File: src/rtl/store_buffer_if.sv
// Store buffer port bundle.
//   MEM side   : in_valid, in_rob_id, in_addr, in_data, in_size -> full, empty
//   ROB side   : commit_valid, commit_rob_id, flush
//   Load side  : ld_valid, ld_addr, ld_size -> fwd_hit, fwd_data, fwd_stall
//   D-cache    : dc_req, dc_addr, dc_data, dc_mask <- dc_ack
//   Debug      : drain_state (drain FSM state, 0 = IDLE, 1 = REQ)
// Drain handshake: dc_req rises with dc_addr/dc_data/dc_mask valid and all
// four stay stable until dc_ack is sampled high at a rising edge; that edge
// retires the request. dc_ack while dc_req is low is ignored.
interface store_buffer_if #(
  parameter int WORD_SIZE       = 32,
  parameter int ROB_ENTRY_WIDTH = 4
);
  logic                       in_valid;
  logic [ROB_ENTRY_WIDTH-1:0] in_rob_id;
  logic [WORD_SIZE-1:0]       in_addr;
  logic [WORD_SIZE-1:0]       in_data;
  logic [1:0]                 in_size;
  logic                       full;
  logic                       empty;
  logic                       commit_valid;
  logic [ROB_ENTRY_WIDTH-1:0] commit_rob_id;
  logic                       flush;
  logic                       ld_valid;
  logic [WORD_SIZE-1:0]       ld_addr;
  logic [1:0]                 ld_size;
  logic                       fwd_hit;
  logic [WORD_SIZE-1:0]       fwd_data;
  logic                       fwd_stall;
  logic                       dc_req;
  logic [WORD_SIZE-1:0]       dc_addr;
  logic [WORD_SIZE-1:0]       dc_data;
  logic [3:0]                 dc_mask;
  logic                       dc_ack;
  logic [0:0]                 drain_state;

  modport slave (
    input  in_valid, in_rob_id, in_addr, in_data, in_size,
    input  commit_valid, commit_rob_id, flush,
    input  ld_valid, ld_addr, ld_size, dc_ack,
    output full, empty, fwd_hit, fwd_data, fwd_stall,
    output dc_req, dc_addr, dc_data, dc_mask, drain_state
  );

  modport master (
    output in_valid, in_rob_id, in_addr, in_data, in_size,
    output commit_valid, commit_rob_id, flush,
    output ld_valid, ld_addr, ld_size, dc_ack,
    input  full, empty, fwd_hit, fwd_data, fwd_stall,
    input  dc_req, dc_addr, dc_data, dc_mask, drain_state
  );
endinterface

File: src/rtl/store_buffer.sv
// In-order circular buffer of executed-but-uncommitted stores between the MEM
// stage and the D-cache. Stores are allocated at tail, committed in program
// order by the ROB, drained oldest-first to the D-cache and searched
// (youngest first) by loads for store-to-load forwarding.
// Ports: clk, rst (synchronous, active-high) and the store_buffer_if slave
// modport carrying the MEM, ROB, load-lookup and D-cache signals.
module store_buffer #(
  parameter int N               = 4,
  parameter int WORD_SIZE       = 32,
  parameter int ROB_ENTRY_WIDTH = 4
) (
  input logic           clk,
  input logic           rst,
  store_buffer_if.slave sb
);
  localparam int PW = $clog2(N);
  localparam int CW = PW + 1;
  localparam int AW = WORD_SIZE - 2;

  localparam logic [0:0] ST_IDLE = 1'b0;
  localparam logic [0:0] ST_REQ  = 1'b1;

  logic [N-1:0]               valid_q, cmt_q;
  logic [ROB_ENTRY_WIDTH-1:0] rob_q  [N];
  logic [AW-1:0]              waddr_q[N];
  logic [3:0]                 mask_q [N];
  logic [WORD_SIZE-1:0]       data_q [N];
  logic [PW-1:0]              head_q, tail_q;
  logic [CW-1:0]              count_q;
  logic [0:0]                 state_q;

  function automatic logic [3:0] size_mask(input logic [1:0] off, input logic [1:0] size);
    case (size)
      2'b00:   return 4'b0001 << off;
      2'b01:   return 4'b0011 << {off[1], 1'b0};
      default: return 4'b1111;
    endcase
  endfunction

  logic alloc, drain, cmt_found, commit_hit;
  logic [PW-1:0] c_idx, cmt_idx, f_idx;
  logic [N-1:0]  cmt_next, drain_clr, alloc_set;
  logic [CW-1:0] kept_cnt;
  logic [3:0]    ld_mask;

  assign sb.full        = (count_q == CW'(N));
  assign sb.empty       = (count_q == '0);
  assign sb.dc_req      = (state_q == ST_REQ);
  assign sb.dc_addr     = {waddr_q[head_q], 2'b00};
  assign sb.dc_data     = data_q[head_q];
  assign sb.dc_mask     = mask_q[head_q];
  assign sb.drain_state = state_q;

  // full comes from the registered count: a drain in the same cycle does not
  // make room for the incoming store.
  assign alloc = sb.in_valid && !sb.full && !sb.flush;
  assign drain = (state_q == ST_REQ) && sb.dc_ack;

  // Commits arrive in program order, so only the oldest uncommitted entry can
  // match. An entry allocated this cycle is not yet valid and cannot match.
  always_comb begin
    cmt_found = 1'b0;
    cmt_idx   = head_q;
    c_idx     = head_q;
    for (int i = 0; i < N; i++) begin
      c_idx = head_q + PW'(i);
      if (!cmt_found && CW'(i) < count_q && valid_q[c_idx] && !cmt_q[c_idx]) begin
        cmt_found = 1'b1;
        cmt_idx   = c_idx;
      end
    end
  end

  assign commit_hit = sb.commit_valid && cmt_found && (rob_q[cmt_idx] == sb.commit_rob_id);

  // Commit is folded in before flush so a same-cycle committed store survives.
  // Committed entries always form a prefix starting at head, so their count
  // locates the post-flush tail.
  always_comb begin
    cmt_next  = cmt_q;
    drain_clr = '0;
    alloc_set = '0;
    kept_cnt  = '0;
    if (commit_hit) cmt_next[cmt_idx] = 1'b1;
    if (drain)      drain_clr[head_q] = 1'b1;
    if (alloc)      alloc_set[tail_q] = 1'b1;
    for (int i = 0; i < N; i++)
      kept_cnt = kept_cnt + CW'(valid_q[i] & cmt_next[i]);
  end

  // Oldest-to-youngest walk; a later overlapping entry overrides an earlier
  // one, so the youngest overlapping store decides hit versus stall.
  always_comb begin
    ld_mask      = size_mask(sb.ld_addr[1:0], sb.ld_size);
    sb.fwd_hit   = 1'b0;
    sb.fwd_stall = 1'b0;
    sb.fwd_data  = '0;
    f_idx        = head_q;
    for (int i = 0; i < N; i++) begin
      f_idx = head_q + PW'(i);
      if (sb.ld_valid && CW'(i) < count_q && valid_q[f_idx] &&
          waddr_q[f_idx] == sb.ld_addr[WORD_SIZE-1:2] && |(mask_q[f_idx] & ld_mask)) begin
        sb.fwd_hit   = ((mask_q[f_idx] & ld_mask) == ld_mask);
        sb.fwd_stall = ((mask_q[f_idx] & ld_mask) != ld_mask);
        sb.fwd_data  = data_q[f_idx];
      end
    end
  end

  always_ff @(posedge clk) begin
    if (rst) begin
      valid_q <= '0;
      cmt_q   <= '0;
      head_q  <= '0;
      tail_q  <= '0;
      count_q <= '0;
      state_q <= ST_IDLE;
    end else begin
      if (state_q == ST_IDLE) begin
        if (valid_q[head_q] && cmt_q[head_q]) state_q <= ST_REQ;
      end else if (sb.dc_ack) begin
        state_q <= ST_IDLE;
      end
      if (drain) head_q <= head_q + PW'(1);
      if (sb.flush) begin
        tail_q  <= head_q + kept_cnt[PW-1:0];
        count_q <= kept_cnt - CW'(drain);
        valid_q <= valid_q & cmt_next & ~drain_clr;
        cmt_q   <= valid_q & cmt_next & ~drain_clr;
      end else begin
        if (alloc) tail_q <= tail_q + PW'(1);
        count_q <= count_q + CW'(alloc) - CW'(drain);
        valid_q <= (valid_q & ~drain_clr) | alloc_set;
        cmt_q   <= cmt_next & ~drain_clr & ~alloc_set;
      end
    end
  end

  // Payload needs no reset: it is only observed through valid entries.
  always_ff @(posedge clk) begin
    if (alloc) begin
      rob_q[tail_q]   <= sb.in_rob_id;
      waddr_q[tail_q] <= sb.in_addr[WORD_SIZE-1:2];
      mask_q[tail_q]  <= size_mask(sb.in_addr[1:0], sb.in_size);
      data_q[tail_q]  <= sb.in_data << {sb.in_addr[1:0], 3'b000};
    end
  end
endmodule

File: src/flat_wrapper.sv
// flat-port wrapper written by rule: the top's interface ports become plain ports
module store_buffer_flat 
#(
  parameter int N               = 4,
  parameter int WORD_SIZE       = 32,
  parameter int ROB_ENTRY_WIDTH = 4
)
  (clk, rst, sb_in_valid, sb_in_rob_id, sb_in_addr, sb_in_data, sb_in_size, sb_commit_valid, sb_commit_rob_id, sb_flush, sb_ld_valid, sb_ld_addr, sb_ld_size, sb_dc_ack, sb_full, sb_empty, sb_fwd_hit, sb_fwd_data, sb_fwd_stall, sb_dc_req, sb_dc_addr, sb_dc_data, sb_dc_mask, sb_drain_state);
  store_buffer_if #(.WORD_SIZE(WORD_SIZE), .ROB_ENTRY_WIDTH(ROB_ENTRY_WIDTH)) sb_i ();
  input logic clk;
  input logic rst;
  input wire logic [$bits(sb_i.in_valid)-1:0] sb_in_valid;
  input wire logic [$bits(sb_i.in_rob_id)-1:0] sb_in_rob_id;
  input wire logic [$bits(sb_i.in_addr)-1:0] sb_in_addr;
  input wire logic [$bits(sb_i.in_data)-1:0] sb_in_data;
  input wire logic [$bits(sb_i.in_size)-1:0] sb_in_size;
  input wire logic [$bits(sb_i.commit_valid)-1:0] sb_commit_valid;
  input wire logic [$bits(sb_i.commit_rob_id)-1:0] sb_commit_rob_id;
  input wire logic [$bits(sb_i.flush)-1:0] sb_flush;
  input wire logic [$bits(sb_i.ld_valid)-1:0] sb_ld_valid;
  input wire logic [$bits(sb_i.ld_addr)-1:0] sb_ld_addr;
  input wire logic [$bits(sb_i.ld_size)-1:0] sb_ld_size;
  input wire logic [$bits(sb_i.dc_ack)-1:0] sb_dc_ack;
  output wire logic [$bits(sb_i.full)-1:0] sb_full;
  output wire logic [$bits(sb_i.empty)-1:0] sb_empty;
  output wire logic [$bits(sb_i.fwd_hit)-1:0] sb_fwd_hit;
  output wire logic [$bits(sb_i.fwd_data)-1:0] sb_fwd_data;
  output wire logic [$bits(sb_i.fwd_stall)-1:0] sb_fwd_stall;
  output wire logic [$bits(sb_i.dc_req)-1:0] sb_dc_req;
  output wire logic [$bits(sb_i.dc_addr)-1:0] sb_dc_addr;
  output wire logic [$bits(sb_i.dc_data)-1:0] sb_dc_data;
  output wire logic [$bits(sb_i.dc_mask)-1:0] sb_dc_mask;
  output wire logic [$bits(sb_i.drain_state)-1:0] sb_drain_state;
  assign sb_i.in_valid = sb_in_valid;
  assign sb_i.in_rob_id = sb_in_rob_id;
  assign sb_i.in_addr = sb_in_addr;
  assign sb_i.in_data = sb_in_data;
  assign sb_i.in_size = sb_in_size;
  assign sb_i.commit_valid = sb_commit_valid;
  assign sb_i.commit_rob_id = sb_commit_rob_id;
  assign sb_i.flush = sb_flush;
  assign sb_i.ld_valid = sb_ld_valid;
  assign sb_i.ld_addr = sb_ld_addr;
  assign sb_i.ld_size = sb_ld_size;
  assign sb_i.dc_ack = sb_dc_ack;
  assign sb_full = sb_i.full;
  assign sb_empty = sb_i.empty;
  assign sb_fwd_hit = sb_i.fwd_hit;
  assign sb_fwd_data = sb_i.fwd_data;
  assign sb_fwd_stall = sb_i.fwd_stall;
  assign sb_dc_req = sb_i.dc_req;
  assign sb_dc_addr = sb_i.dc_addr;
  assign sb_dc_data = sb_i.dc_data;
  assign sb_dc_mask = sb_i.dc_mask;
  assign sb_drain_state = sb_i.drain_state;
  store_buffer #(.N(N), .WORD_SIZE(WORD_SIZE), .ROB_ENTRY_WIDTH(ROB_ENTRY_WIDTH)) u_core (.clk(clk), .rst(rst), .sb(sb_i));
endmodule
File: config.mk
export PLATFORM = sky130hd
export DESIGN_NAME = store_buffer_flat
export DESIGN_NICKNAME = d
export VERILOG_FILES = /design/src/rtl/store_buffer_if.sv /design/src/rtl/store_buffer.sv /design/src/flat_wrapper.sv
export SDC_FILE = /design/constraint.sdc
export NUM_CORES = 1
export LEC_CHECK = 0
export BUFFER_PORTS_ARGS = -buffer_cell sky130_fd_sc_hd__buf_2
export CAP_MARGIN = 20
export CORE_ASPECT_RATIO = 1.1
export CORE_MARGIN = 3
export CORE_UTILIZATION = 50
export CTS_BUF_LIST = sky130_fd_sc_hd__clkbuf_8 sky130_fd_sc_hd__clkbuf_16
export DETAILED_ROUTE_END_ITERATION = 16
export GPL_TIMING_DRIVEN = 0
export HOLD_SLACK_MARGIN = 0.03
export PLACE_DENSITY = 0.7
export SYNTH_ARGS = -nofsm -noshare
export SYNTH_HDL_FRONTEND = slang
export SYNTH_SLANG_ARGS = --single-unit
File: constraint.sdc
create_clock -name clk -period 6.4 [get_ports clk]
set_clock_uncertainty 0.05 [all_clocks]
set_input_delay 0.96 -clock clk [delete_from_list [all_inputs] [get_ports clk]]
set_output_delay 0.96 -clock clk [all_outputs]
set_load 0.01 [all_outputs]
==> results.cfg <==
[floorplanning]
start_util_pct = 51.20
dieArea_sq_mm = 0.04182
die_h_um = 214.2
die_x_um = 195.3
coreArea_sq_mm = 0.03847
ios = 221
rows = 75

[sta]
hold_viol = 0
rsz0062_at_grt = no
fin_crit_sh_pct = 98.27
setup-violations-final = 0
fmax_mhz = 159.0
drv_slew = 0
layout_min_cycle_time_ns = 6.290
fin_setup_tns_ns = 0
timing.slew.headroom_pct = 35.52
worst_pin_slew_ns = 0.9672
fin_hold_ws_ns = 0.5621

[pwr]
pwr-share-comb_pct = 7.9
power_density_mw_per_mm2 = 198.0
pwr-share-clk_pct = 43.5
p_sw_share_pct = 22.55
ir_drop_mv = 0.1770
p_int_mw = 3.513
p_switching_mw = 1.023
power.leakage_nw = 7.826
seqPwrFrac_pct = 48.6

[synthesis]
syn_area_per_cell_sq_um = 13.44
ys_types = 65
async_flop_share_pct = 0
ys_seq_elements = 298
seq_area_frac_synth_pct = 44.51
synth_ff_type = edfxtp_1
syn_inst = 1466
synth_area_sq_mm = 0.01970
ys_warn_count = 0
synth_edf_count = 280

[flow_run]
cap_viol_max_count = 0

[setup_path]
crit_type = flip-flop to output port
rrSetupSlack_ns = 0.67
critical_path_required_ns = 5.39
reg2regPathDepth = 23
cp_max_fo = 10
r2r_end = u_core.count_q[2]$_SDFF_PP0_
worst_setup_path_end_kind = output port
crit_start = u_core.head_q[1]$_SDFFE_PP0P_
r2r-start = u_core.head_q[1]$_SDFFE_PP0P_
crit_arrival_ns = 5.28
critPathLaunchType = flip-flop

[grt]
overflow = 0
grt_pass1_wl_mm = 91.49
grt_util_all_layers_pct = 28.79
grt_max_degree = 46
antenna_found_initial = 4
grt_pass1_vias = 14640

[final_layout]
syn_to_final_growth_pct = 16.31
utilization_pct = 59.55
stdcell_area_sq_mm = 0.02291
fin_nets = 1853
drive_above_1_share_pct = 33.56
stdcell_count = 2246

[cts]
cts_buffers = 34
numClockSinks = 298
cts_hold_buf = 0
cts_tree = yes
clockBufferDepth = 3
cts_htree_levels = 2
worstSkewPairLatency_ns = 0.52
cts.clk_slew.worst_paths_ns = 0.06
root_buffer = clkbuf_16

[outcome]
outcome = complete, no violations

[drt]
viasPerCell = 6.615
vias = 14858
drt_iter0_markers = 1810
wl_per_cell_um = 27.52
ant_nets = 0
drc_errors = 0
drt_first_pass_iters = 6
wl_mm = 61.82

[place]
io_buffers = 206
place_hpwl_mm = 44.89
dpl_cell_area_sq_mm = 0.02149
place_inst = 2178
place_congestion = 0.9317

[worst_hold_path]
hp-start = u_core.valid_q[0]$_SDFF_PP0_
whs_path_depth = 2
hold_path_class = flip-flop to flip-flop
hold_end = u_core.valid_q[0]$_SDFF_PP0_
==> worst max-delay path, stage by stage (launching register included) <==
cell and delay, ns:
dfxtp_1 0.41, buf_6 0.22, clkinvlp_4 0.17, ha_4 0.32, buf_6 0.22, buf_8 0.22
buf_6 0.22, mux4_2 0.39, xnor2_4 0.24, nand4_1 0.28, nor4_4 0.26, o2111ai_1 0.20
or4_4 0.63, buf_2 0.24, clkbuf_4 0.24, a21oi_1 0.28, buf_2 0.19
==> registers in the layout (all words and copies together), names as in the netlist, named ones only <==
name and count:
u_core.valid_q 4, u_core.waddr_q 120, u_core.count_q 3, u_core.mask_q 16, u_core.head_q 2, u_core.cmt_q 4, u_core.tail_q 2, u_core.rob_q 16
u_core.sb.dc_req 1, u_core.data_q 128
==> kinds of logic (layout without fill, tap and decap cells) <==
group,count (synthesis),after routing,share of synthesized area (%)
simple gates,281,281,6.866
other cells,1,5,0.01904
compound gates,251,251,7.984
buf+inv,149,425,3.169
mux,339,339,30.48
flops,298,298,44.51
fa+ha+maj,19,19,1.283
xor+xnor,128,128,5.691
==> worst max path at each step <==
stage,slack [ns],depth (start not counted),endpoint
after floorplan,1.12,23,u_core.count_q[2]$_SDFF_PP0_
after global placement,-1.15,15,sb_fwd_data[0]
after detailed placement,-1.20,15,sb_fwd_data[0]
after CTS,0.0004,14,sb_fwd_stall
after global routing,0.03,16,sb_fwd_data[8]
final,0.11,16,sb_fwd_data[22]
==> through the flow <==
step	power, mW	setup slack, ns
6_report	4.536	0.1105
5_1_grt	4.664	0.02529
4_1_cts	4.546	0.0004445
3_5_place_dp	2.594	-1.197
3_3_place_gp	2.586	-1.154
2_1_floorplan	2.427	1.121
==> layout make-up <==
cell class | count | area, sq um
Inverter | 34 | 141.4
Fill cell | 3027 | 15560
Tap cell | 500 | 625.6
Multi-Input combinational cell | 1020 | 10450
Clock inverter | 25 | 249.0
Clock buffer | 35 | 875.8
Timing Repair Buffer | 216 | 1194
Sequential cell | 298 | 8768
Buffer | 115 | 600.6
Antenna cell | 3 | 7.507
==> cells in the final DEF (no fill, tap or decap), types with 6 or more instances in the layout <==
| cell | netlist | routed |
|---|---|---|
| buf_1 | 31 | 24 |
| mux2i_1 | 98 | 98 |
| clkbuf_4 | 0 | 11 |
| nand2_1 | 73 | 72 |
| nor2_1 | 101 | 101 |
| nand4_1 | 25 | 25 |
| o21ai_0 | 67 | 67 |
| nand2b_1 | 13 | 13 |
| buf_2 | 21 | 219 |
| ha_1 | 17 | 16 |
| clkbuf_1 | 55 | 42 |
| buf_6 | 3 | 6 |
| a22o_1 | 33 | 33 |
| nor4_1 | 13 | 7 |
| clkinv_1 | 0 | 10 |
| inv_1 | 34 | 30 |
| o2111ai_1 | 6 | 6 |
| edfxtp_1 | 280 | 280 |
| mux4_2 | 205 | 205 |
| clkbuf_16 | 0 | 35 |
| dfxtp_1 | 18 | 18 |
| nor2b_1 | 15 | 15 |
| nor3_1 | 7 | 7 |
| mux2_2 | 36 | 36 |
| a211oi_1 | 12 | 12 |
| a21oi_2 | 0 | 6 |
| clkbuf_2 | 1 | 6 |
| a21oi_1 | 95 | 88 |
| xor2_1 | 39 | 39 |
| xnor2_1 | 89 | 85 |
| and2_1 | 11 | 11 |
| buf_4 | 4 | 16 |
==> cells in the mapped netlist, types with 31 or more instances <==
cell,number,share of area [%]
a21oi_1,95,2.4
mux4_2,205,23
xor2_1,39,1.7
a22o_1,33,1.5
clkbuf_1,55,1.0
nand2_1,73,1.4
o21ai_0,67,1.7
inv_1,34,0.65
nor2_1,101,1.9
buf_1,31,0.59
edfxtp_1,280,43
xnor2_1,89,4.0
mux2_2,36,2.1
mux2i_1,98,5.0
==> routing by layer <==
| metal | global-route usage (%) | vias to the layer above | wire length (um) | share of wire [%] |
|---|---|---|---|---|
| met4 | 9.674 | 6 | 2255 | 3.6 |
| met5 | 0 | - | 36 | 0.058 |
| met2 | 50.02 | 928 | 31370 | 51 |
| met1 | 36.18 | 7447 | 21930 | 35 |
| met3 | 5.893 | 153 | 6226 | 10 |
| li1 | - | 6324 | - | - |
==> timing repair <==
| item | in CTS | in global routing |
|---|---|---|
| setup buffers | 1 | 4 |
| endpoints found under the setup margin | 37 | 34 |
| pin swaps | 2 | 3 |
| resized for setup | 66 | 19 |
==> power groups by stage <==
| stage | logic [mW] | registers, mW | clock network (mW) |
|---|---|---|---|
| 5_1_grt | 0.384 | 2.20 | 2.07 |
| 6_report | 0.361 | 2.20 | 1.97 |
| 4_1_cts | 0.356 | 2.20 | 1.99 |
| 2_1_floorplan | 0.192 | 2.23 | 0 |
| 3_5_place_dp | 0.352 | 2.24 | 0 |
| 3_3_place_gp | 0.343 | 2.24 | 0 |
No activity file was read; power rests on OpenSTA's default activity.
